`src/rtl/clock_pkg.sv`:
```
// -----------------------------------------------------------------------------
// clock_pkg
//   Shared definitions for the clock design: the mode encoding used by the
//   clock top, seven-segment glyphs (active-low, ordered {g,f,e,d,c,b,a}),
//   field range limits and a BCD-digit-to-segment decoder.
// -----------------------------------------------------------------------------
package clock_pkg;

  // Operating mode of the clock top.
  typedef enum logic [1:0] {
    MODE_RUN       = 2'd0,
    MODE_SET_HOURS = 2'd1,
    MODE_SET_MINS  = 2'd2,
    MODE_SET_ALARM = 2'd3
  } clock_mode_e;

  localparam logic [6:0] SEG_0     = 7'b1000000;
  localparam logic [6:0] SEG_1     = 7'b1111001;
  localparam logic [6:0] SEG_2     = 7'b0100100;
  localparam logic [6:0] SEG_3     = 7'b0110000;
  localparam logic [6:0] SEG_4     = 7'b0011001;
  localparam logic [6:0] SEG_5     = 7'b0010010;
  localparam logic [6:0] SEG_6     = 7'b0000010;
  localparam logic [6:0] SEG_7     = 7'b1111000;
  localparam logic [6:0] SEG_8     = 7'b0000000;
  localparam logic [6:0] SEG_9     = 7'b0010000;
  localparam logic [6:0] SEG_DASH  = 7'b0111111;
  localparam logic [6:0] SEG_BLANK = 7'b1111111;

  localparam logic [5:0] MAX_HOURS  = 6'd23;
  localparam logic [5:0] MAX_MINSEC = 6'd59;

  // Non-decimal codes render as a dark digit.
  function automatic logic [6:0] seg_of_digit(input logic [3:0] digit);
    case (digit)
      4'd0:    seg_of_digit = SEG_0;
      4'd1:    seg_of_digit = SEG_1;
      4'd2:    seg_of_digit = SEG_2;
      4'd3:    seg_of_digit = SEG_3;
      4'd4:    seg_of_digit = SEG_4;
      4'd5:    seg_of_digit = SEG_5;
      4'd6:    seg_of_digit = SEG_6;
      4'd7:    seg_of_digit = SEG_7;
      4'd8:    seg_of_digit = SEG_8;
      4'd9:    seg_of_digit = SEG_9;
      default: seg_of_digit = SEG_BLANK;
    endcase
  endfunction

endpackage

```
`src/rtl/time_display_scanner_if.sv`:
```
// -----------------------------------------------------------------------------
// time_display_scanner_if
//   Time bus from the clock top into the display scanner, plus the display
//   pins the scanner drives.
//     hours[4:0], mins[5:0], secs[5:0]  binary time
//     view        0: HH.MM, 1: MM.SS
//     blink_en    [1] blink left field, [0] blink right field
//     an[3:0]     anode enables, active-low, an[0] = rightmost digit
//     seg[6:0]    {g,f,e,d,c,b,a}, active-low
//     dp          decimal point, active-low
//   master: time source (drives time, observes display)
//   slave : display scanner
// -----------------------------------------------------------------------------
interface time_display_scanner_if;
  logic [4:0] hours;
  logic [5:0] mins;
  logic [5:0] secs;
  logic       view;
  logic [1:0] blink_en;
  logic [3:0] an;
  logic [6:0] seg;
  logic       dp;

  modport master (
    output hours, mins, secs, view, blink_en,
    input  an, seg, dp
  );

  modport slave (
    input  hours, mins, secs, view, blink_en,
    output an, seg, dp
  );
endinterface

```
`src/rtl/bin2bcd_2digit.sv`:
```
// -----------------------------------------------------------------------------
// bin2bcd_2digit
//   Combinational 6-bit binary to two BCD digits with a range flag.
//     i_value[5:0]  binary value
//     i_limit[5:0]  largest legal value for this field
//     o_tens[3:0]   tens digit
//     o_units[3:0]  units digit
//     o_oor         i_value > i_limit
//   Digits are still produced for values up to 63; the caller decides what to
//   show when o_oor is set.
// -----------------------------------------------------------------------------
module bin2bcd_2digit (
  input  logic [5:0] i_value,
  input  logic [5:0] i_limit,
  output logic [3:0] o_tens,
  output logic [3:0] o_units,
  output logic       o_oor
);

  logic [5:0] w_rem;

  // Largest multiple of ten not above the value selects the tens digit.
  always_comb begin
    o_tens = 4'd0;
    w_rem  = i_value;
    for (int k = 1; k <= 6; k++) begin
      if (i_value >= 6'(10 * k)) begin
        o_tens = 4'(k);
        w_rem  = i_value - 6'(10 * k);
      end
    end
  end

  assign o_units = 4'(w_rem);
  assign o_oor   = (i_value > i_limit);

endmodule

```
`src/rtl/time_display_scanner.sv`:
```
// -----------------------------------------------------------------------------
// time_display_scanner
//   Drives a 4-digit multiplexed common-anode seven-segment display from the
//   binary time bus. Inputs are captured once per frame into shadow registers
//   so a frame never mixes two time values.
//     clk    system clock
//     reset  asynchronous reset, active-high
//     bus    time_display_scanner_if.slave (time in, an/seg/dp out)
//   Digit order: digit3 = left tens ... digit0 = right units.
//   Outputs are registered: they reflect the scan position one clock later.
// -----------------------------------------------------------------------------
module time_display_scanner
  import clock_pkg::*;
#(
  parameter int CLK_HZ       = 100_000_000,
  parameter int REFRESH_HZ   = 1000,
  parameter int BLINK_HZ     = 2,
  parameter int BLANK_CYCLES = 2
) (
  input  logic                   clk,
  input  logic                   reset,
  time_display_scanner_if.slave  bus
);

  localparam int DIGIT_TICKS = CLK_HZ / REFRESH_HZ;
  localparam int HALF_PERIOD = CLK_HZ / (2 * BLINK_HZ);
  localparam int TICK_W      = $clog2(DIGIT_TICKS);
  localparam int BLINK_W     = $clog2(HALF_PERIOD + 1);

  localparam logic [TICK_W-1:0]  TICK_LAST  = TICK_W'(DIGIT_TICKS - 1);
  localparam logic [TICK_W-1:0]  TICK_BLANK = TICK_W'(BLANK_CYCLES);
  localparam logic [BLINK_W-1:0] BLINK_LAST = BLINK_W'(HALF_PERIOD - 1);

  // Scan and blink timing
  logic [TICK_W-1:0]  r_tick_cnt;
  logic [1:0]         r_digit_idx;
  logic [BLINK_W-1:0] r_blink_cnt;
  logic               r_blink_phase;

  // Per-frame snapshot of the bus
  logic [4:0] r_hours;
  logic [5:0] r_mins;
  logic [5:0] r_secs;
  logic       r_view;
  logic [1:0] r_blink_en;

  // Registered display pins
  logic [3:0] r_an;
  logic [6:0] r_seg;
  logic       r_dp;

  logic       w_tick_wrap;
  logic       w_frame_wrap;
  logic       w_field;
  logic [3:0] w_bcd;
  logic [3:0] w_an_next;
  logic [6:0] w_seg_next;
  logic       w_dp_next;

  // Field index 1 = left pair, 0 = right pair.
  logic [5:0] w_val   [2];
  logic [5:0] w_lim   [2];
  logic [3:0] w_tens  [2];
  logic [3:0] w_units [2];
  logic       w_oor   [2];

  assign w_tick_wrap  = (r_tick_cnt == TICK_LAST);
  assign w_frame_wrap = w_tick_wrap && (r_digit_idx == 2'd3);

  always_ff @(posedge clk or posedge reset) begin
    if (reset) begin
      r_tick_cnt    <= '0;
      r_digit_idx   <= 2'd0;
      r_blink_cnt   <= '0;
      r_blink_phase <= 1'b0;
    end else begin
      r_tick_cnt <= w_tick_wrap ? '0 : r_tick_cnt + 1'b1;
      if (w_tick_wrap) begin
        r_digit_idx <= r_digit_idx + 2'd1;
      end
      if (r_blink_cnt == BLINK_LAST) begin
        r_blink_cnt   <= '0;
        r_blink_phase <= ~r_blink_phase;
      end else begin
        r_blink_cnt <= r_blink_cnt + 1'b1;
      end
    end
  end

  // Snapshot lands together with the 3->0 digit wrap, so digit0 of the new
  // frame is the first slot decoded from the new values.
  always_ff @(posedge clk or posedge reset) begin
    if (reset) begin
      r_hours    <= '0;
      r_mins     <= '0;
      r_secs     <= '0;
      r_view     <= 1'b0;
      r_blink_en <= 2'b00;
    end else if (w_frame_wrap) begin
      r_hours    <= bus.hours;
      r_mins     <= bus.mins;
      r_secs     <= bus.secs;
      r_view     <= bus.view;
      r_blink_en <= bus.blink_en;
    end
  end

  always_comb begin
    w_val[1] = r_view ? r_mins : {1'b0, r_hours};
    w_lim[1] = r_view ? MAX_MINSEC : MAX_HOURS;
    w_val[0] = r_view ? r_secs : r_mins;
    w_lim[0] = MAX_MINSEC;
  end

  generate
    for (genvar gi = 0; gi < 2; gi++) begin : g_field
      bin2bcd_2digit u_conv (
        .i_value (w_val[gi]),
        .i_limit (w_lim[gi]),
        .o_tens  (w_tens[gi]),
        .o_units (w_units[gi]),
        .o_oor   (w_oor[gi])
      );
    end
  endgenerate

  // Blanking for blink wins over the out-of-range dash.
  always_comb begin
    w_field    = r_digit_idx[1];
    w_bcd      = r_digit_idx[0] ? w_tens[w_field] : w_units[w_field];
    w_seg_next = seg_of_digit(w_bcd);
    if (w_oor[w_field]) begin
      w_seg_next = SEG_DASH;
    end
    if (r_blink_phase && r_blink_en[w_field]) begin
      w_seg_next = SEG_BLANK;
    end

    // The colon stand-in on digit2 pulses in HH.MM view, steady in MM.SS.
    w_dp_next = 1'b1;
    if (r_digit_idx == 2'd2) begin
      w_dp_next = r_view ? 1'b0 : r_blink_phase;
    end

    // Anodes stay off for the first ticks of each slot so the old segment
    // pattern never flashes on the new digit.
    w_an_next = (r_tick_cnt < TICK_BLANK) ? 4'b1111 : ~(4'b0001 << r_digit_idx);
  end

  always_ff @(posedge clk or posedge reset) begin
    if (reset) begin
      r_an  <= 4'b1111;
      r_seg <= SEG_BLANK;
      r_dp  <= 1'b1;
    end else begin
      r_an  <= w_an_next;
      r_seg <= w_seg_next;
      r_dp  <= w_dp_next;
    end
  end

  assign bus.an  = r_an;
  assign bus.seg = r_seg;
  assign bus.dp  = r_dp;

endmodule

```
`src/flat_wrapper.sv`:
```
// flat-port wrapper written by rule: the top's interface ports become plain ports
module time_display_scanner_flat import clock_pkg::*;
#(
  parameter int CLK_HZ       = 100_000_000,
  parameter int REFRESH_HZ   = 1000,
  parameter int BLINK_HZ     = 2,
  parameter int BLANK_CYCLES = 2
)
  (clk, reset, bus_hours, bus_mins, bus_secs, bus_view, bus_blink_en, bus_an, bus_seg, bus_dp);
  time_display_scanner_if bus_i ();
  input  logic clk;
  input  logic reset;
  input wire logic [$bits(bus_i.hours)-1:0] bus_hours;
  input wire logic [$bits(bus_i.mins)-1:0] bus_mins;
  input wire logic [$bits(bus_i.secs)-1:0] bus_secs;
  input wire logic [$bits(bus_i.view)-1:0] bus_view;
  input wire logic [$bits(bus_i.blink_en)-1:0] bus_blink_en;
  output wire logic [$bits(bus_i.an)-1:0] bus_an;
  output wire logic [$bits(bus_i.seg)-1:0] bus_seg;
  output wire logic [$bits(bus_i.dp)-1:0] bus_dp;
  assign bus_i.hours = bus_hours;
  assign bus_i.mins = bus_mins;
  assign bus_i.secs = bus_secs;
  assign bus_i.view = bus_view;
  assign bus_i.blink_en = bus_blink_en;
  assign bus_an = bus_i.an;
  assign bus_seg = bus_i.seg;
  assign bus_dp = bus_i.dp;
  time_display_scanner #(.CLK_HZ(CLK_HZ), .REFRESH_HZ(REFRESH_HZ), .BLINK_HZ(BLINK_HZ), .BLANK_CYCLES(BLANK_CYCLES)) u_core (.clk(clk), .reset(reset), .bus(bus_i));
endmodule
```
`config.mk`:
```
export PLATFORM = sky130hd
export DESIGN_NAME = time_display_scanner_flat
export DESIGN_NICKNAME = d
export VERILOG_FILES = /design/src/rtl/clock_pkg.sv /design/src/rtl/time_display_scanner_if.sv /design/src/rtl/bin2bcd_2digit.sv /design/src/rtl/time_display_scanner.sv /design/src/flat_wrapper.sv
export SDC_FILE = /design/constraint.sdc
export NUM_CORES = 1
export LEC_CHECK = 0
export CORE_ASPECT_RATIO = 0.5
export CORE_MARGIN = 2
export CORE_UTILIZATION = 53
export CTS_CLUSTER_DIAMETER = 50
export CTS_CLUSTER_SIZE = 20
export DETAILED_ROUTE_END_ITERATION = 8
export PLACE_DENSITY = 0.76
export SLEW_MARGIN = 20
export SYNTH_ARGS = -nofsm -noshare
export SYNTH_HDL_FRONTEND = slang
export SYNTH_SLANG_ARGS = --single-unit
```
`constraint.sdc`:
```
create_clock -name clk -period 6.55 [get_ports clk]
set_clock_uncertainty 0.05 [all_clocks]
set_input_delay 0.9825 -clock clk [delete_from_list [all_inputs] [get_ports clk]]
set_output_delay 0.9825 -clock clk [all_outputs]
set_load 0.005 [all_outputs]
```
[Word-level counts from Yosys, hierarchy flattened]
Memory sizes are Yosys's and may differ from the RTL's.
Index checks and enable logic that the tools add are counted.
Word-level totals
  ROM bits: 112
  word-level logic and storage cells: 101
  register bits: 77
  memories: 1
  input port bits: 22
Memories
  (no name shown): words 16, width 7, read ports 1, clocked after memory_dff 0, wr ports 0, line clock_pkg.sv:35  | case (digit)
Operators by class
  shift operators: 1
  magnitude comparators: 17
  equality and inequality tests: 4
  reductions and logical operators: 2
  muxes and demuxes: 46
  bitwise logic cells: 3
  add/subtract/negate cells: 15
Operators with widths (number)
  $mux 4: 30
  $ge 6x6->1 const B: 6
  $sub 4x4->4 const B: 8
  $add 25x1->25 const B: 1
  $eq 25x25->1 const B: 1
  $mux 25: 1
  $ge 6x5->1 const B: 4
  $mux 6: 3
  $add 17x1->17 const B: 1
  $eq 17x17->1 const B: 1
  $lt 17x2->1 const B: 1
  $mux 17: 1
  $mux 7: 2
  $ge 6x4->1 const B: 2
  $mux 1: 9
  $sub 4x2->4 const B: 2
  $sub 4x3->4 const B: 2
  $gt 6x6->1: 1
  $gt 6x6->1 const B: 1
  $eq 2x2->1 const B: 2
  $not 4->4: 1
  $shl 1x2->4 const A: 1
  $add 2x1->2 const B: 1
  $ge 2x2->1 const B: 1
  4 further kinds: 5

[Logic depth before layout (Yosys ltp)]
Gate-level depths: netlist of run 1.
An unclocked memory read counts as a cell.
  depth in word-level cells: 15
  depth in mapped cells: 16

[By module]
Synthesis of run 1 repeated with hierarchy kept, for this count alone.
Second synthesis, totals
  cell total of the unflattened synthesis: 539
  area, all modules: 5217.5 um^2
By module, submodules not included
  time_display_scanner: times used 1, cells each 345, area an instance 3841.2 um^2
  bin2bcd_2digit: times used 2, cells each 97, area an instance 688.2 um^2

[Least setup slack after synthesis of run 1]
No wires, ideal clock.
  path kind: reg-to-reg
  start: register u_core.r_view
  end: register u_core.r_seg[0], in the netlist u_core.bus.seg[0]
  buffers on the path: 3
  data required time: 6.423 ns
  stages on the path, launching flop included: 16
  arrival: 3.623 ns
  path slack: 2.801 ns
  setup time: 0.077 ns
  path through: dfrtp_1 -> buf_2 -> buf_4 -> mux2i_1 -> inv_1 -> ha_1 -> clkbuf_1 -> a221oi_1 -> o21a_1 -> a211oi_1 -> o41ai_2 -> nand3_2 -> inv_2 -> nand3_2 -> mux2_4 -> a21o_1
Between the ends
  cells in the longest elaborated chain, start to end: 15
Ends and longest elaborated chain
  start, declared: line time_display_scanner.sv:44  | logic r_view;
  start signal, assigned: line time_display_scanner.sv:103  | r_view <= bus.view;
  $mux 6 (on tied branches): line time_display_scanner.sv:109, time_display_scanner.sv:111
  $ge 6x4->1 / $sub 4x4->4 (equally long branches): line bin2bcd_2digit.sv:27, bin2bcd_2digit.sv:29
  $mux 4 / $mux 1 (equally long branches): line bin2bcd_2digit.sv:27  | if (i_value >= 6'(10 * k)) begin
  $mux 4 (5 in a row): line bin2bcd_2digit.sv:27
  $mux 4 (implied by the code) (3 in a row): line time_display_scanner.sv:130  | w_bcd = r_digit_idx[0] ? w_tens[w_field] : w_units[w_field];
  $mux 4: line time_display_scanner.sv:130
  $mem_v2 16x7
  $mux 7 (*): line time_display_scanner.sv:132  | if (w_oor[w_field]) begin
  $mux 7 (*): line time_display_scanner.sv:135  | if (r_blink_phase && r_blink_en[w_field]) begin
  named net u_core.w_seg_next[0]: line time_display_scanner.sv:57  | logic [6:0] w_seg_next;
  end signal, assigned: line time_display_scanner.sv:157  | r_seg <= w_seg_next;
  end, declared: line time_display_scanner.sv:49  | logic [6:0] r_seg;
Mark *: on every way through the listed nets, which the timed path passes. The rest lies on a longest branch. The select of a mux whose other input is x is not followed.
A chain may end at the register's enable or synchronous reset.

[Worst setup path in the final report of run 1]
  start: register u_core.r_view
  end: register u_core.r_seg[5], in the netlist u_core.bus.seg[5]
Same word-level chain as after synthesis.

==> results of run 1 <==
## layout make-up
type	count	share of cell area
Timing Repair Buffer	35	0.0636
Multi-Input combinational cell	363	0.487
Clock inverter	5	0.00645
Inverter	20	0.0138
Clock buffer	11	0.0447
Sequential cell	77	0.358
Tap cell	117	0.0270
## synthesized netlist by cell type (3+ instances only)
cell      number  area (um^2)
a211o_1        3         26.3
a21oi_1       20          100
a311o_1        3         30.0
a31oi_1        3         18.8
and3_1         9         56.3
buf_6          3         33.8
clkbuf_1       8         30.0
dfrtp_1       65         1630
dfstp_2       12          315
ha_1          24          300
inv_1         15         56.3
inv_2          4         15.0
mux2_2        26          293
mux2i_1        5         50.1
nand2_1       46          173
nand3_1       22          110
nand4_1        6         37.5
nor2_1        36          135
nor2b_1       13         81.3
nor3_1         7         35.0
nor3b_1        3         22.5
nor4_1         4         25.0
nor4b_1        4         35.0
nor4bb_1       4         40.0
o21a_1         3         22.5
o21ai_0       11         55.1
o21ai_1        6         30.0
o311ai_1       3         26.3
o31ai_1        4         30.0
or3_1          5         31.3
xnor2_1       19          166
xor2_1        21          184
## flip-flops by register name, indices dropped and copies added, names as in the netlist
name                  cells
u_core.r_secs             6
u_core.r_blink_en         2
u_core.r_mins             6
u_core.r_view             1
u_core.r_digit_idx        2
u_core.bus.seg            7
u_core.bus.dp             1
u_core.r_blink_cnt       25
u_core.r_tick_cnt        17
u_core.r_hours            5
u_core.bus.an             4
u_core.r_blink_phase      1
## layout by cell type, fill, tap and decap left out, types with 6 or more instances in the layout
| master | count |
|---|---|
| dfrtp_1 | 65 |
| nand2_1 | 46 |
| nor2_1 | 36 |
| clkdlybuf4s50_1 | 33 |
| mux2_2 | 26 |
| ha_1 | 24 |
| nand3_1 | 22 |
| xor2_1 | 21 |
| a21oi_1 | 20 |
| xnor2_1 | 19 |
| inv_1 | 14 |
| nor2b_1 | 13 |
| dfstp_2 | 12 |
| o21ai_0 | 11 |
| and3_1 | 9 |
| clkbuf_16 | 9 |
| nor3_1 | 7 |
| nand4_1 | 6 |
| o21ai_1 | 6 |
## worst reg2reg max path: cells and delay by family (launching register included)
| kind | cells | cell delay (ps) |
|---|---|---|
| buffers and inverters | 3 | 760 |
| adders and majority gates | 2 | 540 |
| AOI/OAI and AO/OA | 6 | 1470 |
| muxes | 1 | 680 |
| and+or+nand+nor | 3 | 350 |
| DFF | 1 | 450 |
## metrics by stage
stage / worst slack (ps) / power (uW)
finish: 2180 / 1190
global route: 1700 / 1250
CTS: 2210 / 1200
detailed placement: 2310 / 731
global placement: 2380 / 730
floorplan: 2800 / 659
## worst max-delay path by stage
stage,endpoint,slack (ps),depth (start not counted)
3_5_place_dp,u_core.bus.seg[5],2310,15
4_1_cts,u_core.bus.seg[5],2210,15
2_1_floorplan,u_core.bus.seg[0],2800,15
3_3_place_gp,u_core.bus.seg[5],2380,14
5_1_grt,u_core.bus.seg[5],1700,15
6_report,u_core.bus.seg[5],2180,15
## power breakdown
group          leakage, uW  internal (uW)  switching, uW
sequential        0.000959            506           15.9
combinational      0.00121           99.0            108
clock             0.000136            267            194
## cells by family (layout without fill, tap and decap cells)
kind of cell | Yosys count | after routing | synth area share
adders and majority gates | 24 | 24 | 0.0636
muxes | 34 | 34 | 0.0816
and+or+nand+nor | 175 | 175 | 0.197
xor gates and xnor gates | 40 | 40 | 0.0742
DFF | 77 | 77 | 0.411
buffers and inverters | 34 | 71 | 0.0328
AOI/OAI and AO/OA | 90 | 90 | 0.140
## per-layer routing
layer / up-vias / wire, um
met1: 1810 / 5010
li1: 1781 / -
met2: 86 / 4820
met5: - / 0
met3: 18 / 439
met4: 0 / 159
==> metrics.csv, run 1 <==
metric;value;unit
area of the multi-input gates;0.00264;mm^2
final WL;10400;um
worst reg2reg path startpoint;u_core.r_view;
cell family with most CP delay;compound AO/OA/AOI/OAI gates;
TritonCTS clock tree;built;
Max-cap violations;0;
Post-synth ARST share;1.00;
met1 Usage GRT;0.320;
CP max stage cell;mux2i_1;
GR Util met3;0.0602;
GR peak layer;met2;
Hold EP;u_core.r_blink_cnt[0];
Num CTS Buffers;9;
Yosys reg bits;77;
yosys warns;0;
Ant. Diodes;0;
Iter 0 DRT Violations;246;
fmax;229;MHz
die width;138;um
flip-flop and latch area;0.00194;mm^2
non-filler cells in the finished layout;628;
WP data arrival;4570;ps
Cell Count Post-Placement;612;
status;finished, final reports clean;
synthesized area;0.00472;mm^2
Rel. slew slack;0.371;
vias in the first global route;3541;
Post-synth EDFFs;0;
PortBufs;33;
CP Launch Type;register;
Tcrit/Tclk final;0.668;
vias post-DR;3695;
final setup vio count;0;
Tmin final;4370;ps
initial antenna violation count;0;
cts hold-fix bufs;0;
DR pass1 iterations;5;
IO Count;34;
ANT nets after route;0;
Synth Flop Type;dfrtp_1;
leakage;0.00231;uW
CP startpoint;u_core.r_view;
clk buf depth;2;
Avg Cell Area, Syn;9.97;um^2
final core occ;0.626;
Clk Latency, worst-skew pair;340;ps
cell area after layout;0.00543;mm^2
VDD IR max;0.131;mV
sequential area share after synthesis;0.411;
worst r2r path cells;15;
HP Start;u_core.r_blink_cnt[0];
H-tree depth;3;
Fin. Hold Viols;0;
global-route met2 utilization;0.357;
Hold/Removal Path Class;register to register;
worst hold margin;432;ps
RSZ-0062 raised after global routing;no;
post-CTS sizing;0;
Setup TNS;0;ps
Worst-path clk slew;60;ps
CTS sink count;77;
Setup Fix Bufs, Post-CTS;0;
global placer's final weighted congestion;0.959;
PwrDens;219;mW/mm^2
Nets;552;
element type at the critical path end;register;
residual DRC count;0;
Largest stage delay, worst path;670;ps
first-pass GRT wire length;17500;um
Area Overhead vs Synth;14.9;%
RR Endpoint;u_core.bus.seg[5];
Worst Path Buf+Inv;3;
Vias/cell;5.88;
global route overflow;0;
Yosys cell types;76;
Starting Density;0.544;
die area;0.00973;mm^2
share of cells above drive strength 1;0.147;
Root Driver;clkbuf_16;
num rows;24;
Syn Nets;520;
reg2reg setup slack;2180;ps
largest net degree at the start of global routing;78;
Layout fillers;721;
DP Area;0.00514;mm^2
Worst-Margin Slew;944;ps
DP HPWL;7240;um
worst-path cell chain;buf_4, mux2i_1, inv_1, ha_1, nor2b_1, a221oi_1, o21ai_1, a21oi_1, o221ai_1, a22oi_1, inv_1, ha_1, nor2_1, o2bb2ai_1, nand2_1;
Hold Crit Depth;1;
GRT Overall Usage;0.231;
total core area;0.00868;mm^2
DR WL/cell;16.6;um
Crit Path Category;register to register;
DIE HEIGHT;70.8;um
Worst EP required;6750;ps
Max Slew Vio Count;0;
cells after synthesis;474;
CP Max Fanout;36;
(Power assumes the default switching activity.)
==> inputs of run 2 (changes only) <==
- PLACE_DENSITY: 0.76 -> 0.79
- clock period: 6.55 -> 4 ns (I/O delays scaled with it)
==> run 2 against run 1 <==
Against the previous run: register-to-register slack worse by 2000 ps; via count is 2.1% higher; die area stayed put; total power is 72% higher; non-clock buffer count is 4 higher; global-route usage is 1.1 points higher; count of clock-buffer cells in the layout stayed put; fmax is 15% higher; combinational power is 68% higher; largest power group unchanged.
==> metrics.csv, run 2 (same netlist as run 1, synthesis figures left out) <==
metric;value;unit;change
Fin. Hold Viols;0;;unchanged
leakage;0.00233;uW;+1.1%
RSZ-0062 raised after global routing;no;;
Largest register FFs;25;;unchanged
Setup Fix Bufs, Post-CTS;0;;unchanged
Worst-Margin Slew;890;ps;-53.6 ps
Hold/Removal Path Class;register to register;;
IO Count;34;;unchanged
CP Launch Type;register;;
residual DRC count;0;;unchanged
commonest non-fill, non-tap cell in the layout;dfrtp_1;;
DR pass1 iterations;5;;unchanged
fmax;264;MHz;+15%
Worst EP required;4190;ps;-2560 ps
VDD IR max;0.204;mV;+56%
setup ws final;212;ps;-1970 ps
die area;0.00973;mm^2;unchanged
global placer's final weighted congestion;0.999;;+4.2%
DP Area;0.00520;mm^2;+1.1%
CP Max Fanout;37;;+2.8%
final setup vio count;0;;unchanged
commonest non-fill, non-tap cells in the layout;dfrtp_1, nand2_1, nor2_1, clkdlybuf4s50_1, mux2_2;;
DP HPWL;7600;um;+4.9%
Num CTS Buffers;9;;unchanged
DR WL/cell;17.0;um;+2.3%
Setup TNS;0;ps;unchanged
H-tree depth;3;;unchanged
die width;138;um;unchanged
Iter 0 DRT Violations;364;;+48%
Setup WS pre-CTS;221;ps;-2090 ps
ANT nets after route;0;;unchanged
initial antenna violation count;0;;unchanged
Max-cap violations;0;;unchanged
Root Driver;clkbuf_16;;
Rel. slew slack;0.405;;+0.0343
Area Overhead vs Synth;16.7;%;
WP data arrival;3980;ps;-590 ps
Nets;556;;+0.72%
TritonCTS clock tree;built;;
status;finished, final reports clean;;
Biggest register;u_core.r_blink_cnt;;
Worst-path clk slew;60;ps;about the same
Clk Latency, worst-skew pair;340;ps;about the same
final WL;10700;um;+2.8%
PortBufs;33;;unchanged
Max Slew Vio Count;0;;unchanged
vias in the first global route;3611;;+2.0%
global route overflow;0;;unchanged
CTS sink count;77;;unchanged
Ant. Diodes;0;;unchanged
element type at the critical path end;register;;
Starting Density;0.544;;unchanged
GRT Overall Usage;0.242;;+0.0106
DIE HEIGHT;70.8;um;unchanged
largest net degree at the start of global routing;49;;-37%
share of cells above drive strength 1;0.154;;+0.00693
Crit Path Category;register to register;;
first-pass GRT wire length;18200;um;+4.1%
worst hold margin;434;ps;+1.72 ps
vias post-DR;3774;;+2.1%
PwrDens;372;mW/mm^2;+70%
Vias/cell;5.98;;+1.7%
num rows;24;;unchanged
cell area after layout;0.00551;mm^2;+1.5%
clk buf depth;2;;unchanged
total core area;0.00868;mm^2;unchanged
post-CTS sizing;0;;unchanged
Tmin final;3790;ps;-585 ps
Tcrit/Tclk final;0.947;;+0.279
cts hold-fix bufs;0;;unchanged
## run 2: path summary, 6_finish.rpt
check,slack [ps],endpoint,cells after the start,from
max in group asynchronous,2550,u_core.bus.an[1],3,reset
setup reg to reg,210,u_core.bus.seg[6],14,u_core.r_view
hold reg to reg,430,u_core.r_blink_cnt[0],1,u_core.r_blink_cnt[0]
hold / removal,430,u_core.r_blink_cnt[0],1,u_core.r_blink_cnt[0]
setup / recovery,210,u_core.bus.seg[6],14,u_core.r_view
min in group asynchronous,620,u_core.r_blink_cnt[19],2,reset
## run 2: final cells by class
class                      instances  area [um^2]
fill                             681         3170
multi-input combinational        363         2640
sequential                        77         1940
timing repair buffer              39          400
clock buffer                      11          233
tap                              117          146
inverter                          20         75.1
clock inverter                     4         73.8
## run 2: power breakdown
part | internal, uW | total (uW) | switching (uW)
Combinational | 169 | 347 | 179
Clock | 544 | 850 | 306
Sequential | 829 | 854 | 24.8
Total | 1540 | 2050 | 510
## run 2: per-stage QoR
stage	cells	util	power, uW
after floorplan	474	-	1080
after detailed placement	616	0.599	1200
after global routing	631	0.635	2130
final	631	0.635	2050
after CTS	631	0.634	2060
after global placement	616	0.599	1200
## run 2: metal layers
metal	GRT usage	up-vias	wire length [um]
met3	0.0588	16	545
met1	0.330	1860	4900
met2	0.389	111	5120
met5	0	-	0
met4	0.0664	0	152
li1	-	1787	-
## run 2: worst max-delay path, cell delays in order, from the launching register on
cell and delay, ps:
dfrtp_1 480, buf_12 240, mux2i_2 310, inv_2 150, ha_1 240, nor2b_1 160, a221o_1 310, o211ai_1 250
a211oi_1 140, o41ai_2 440, nand3_2 190, inv_2 100, nand3_2 120, or3_1 380, o311ai_1 110
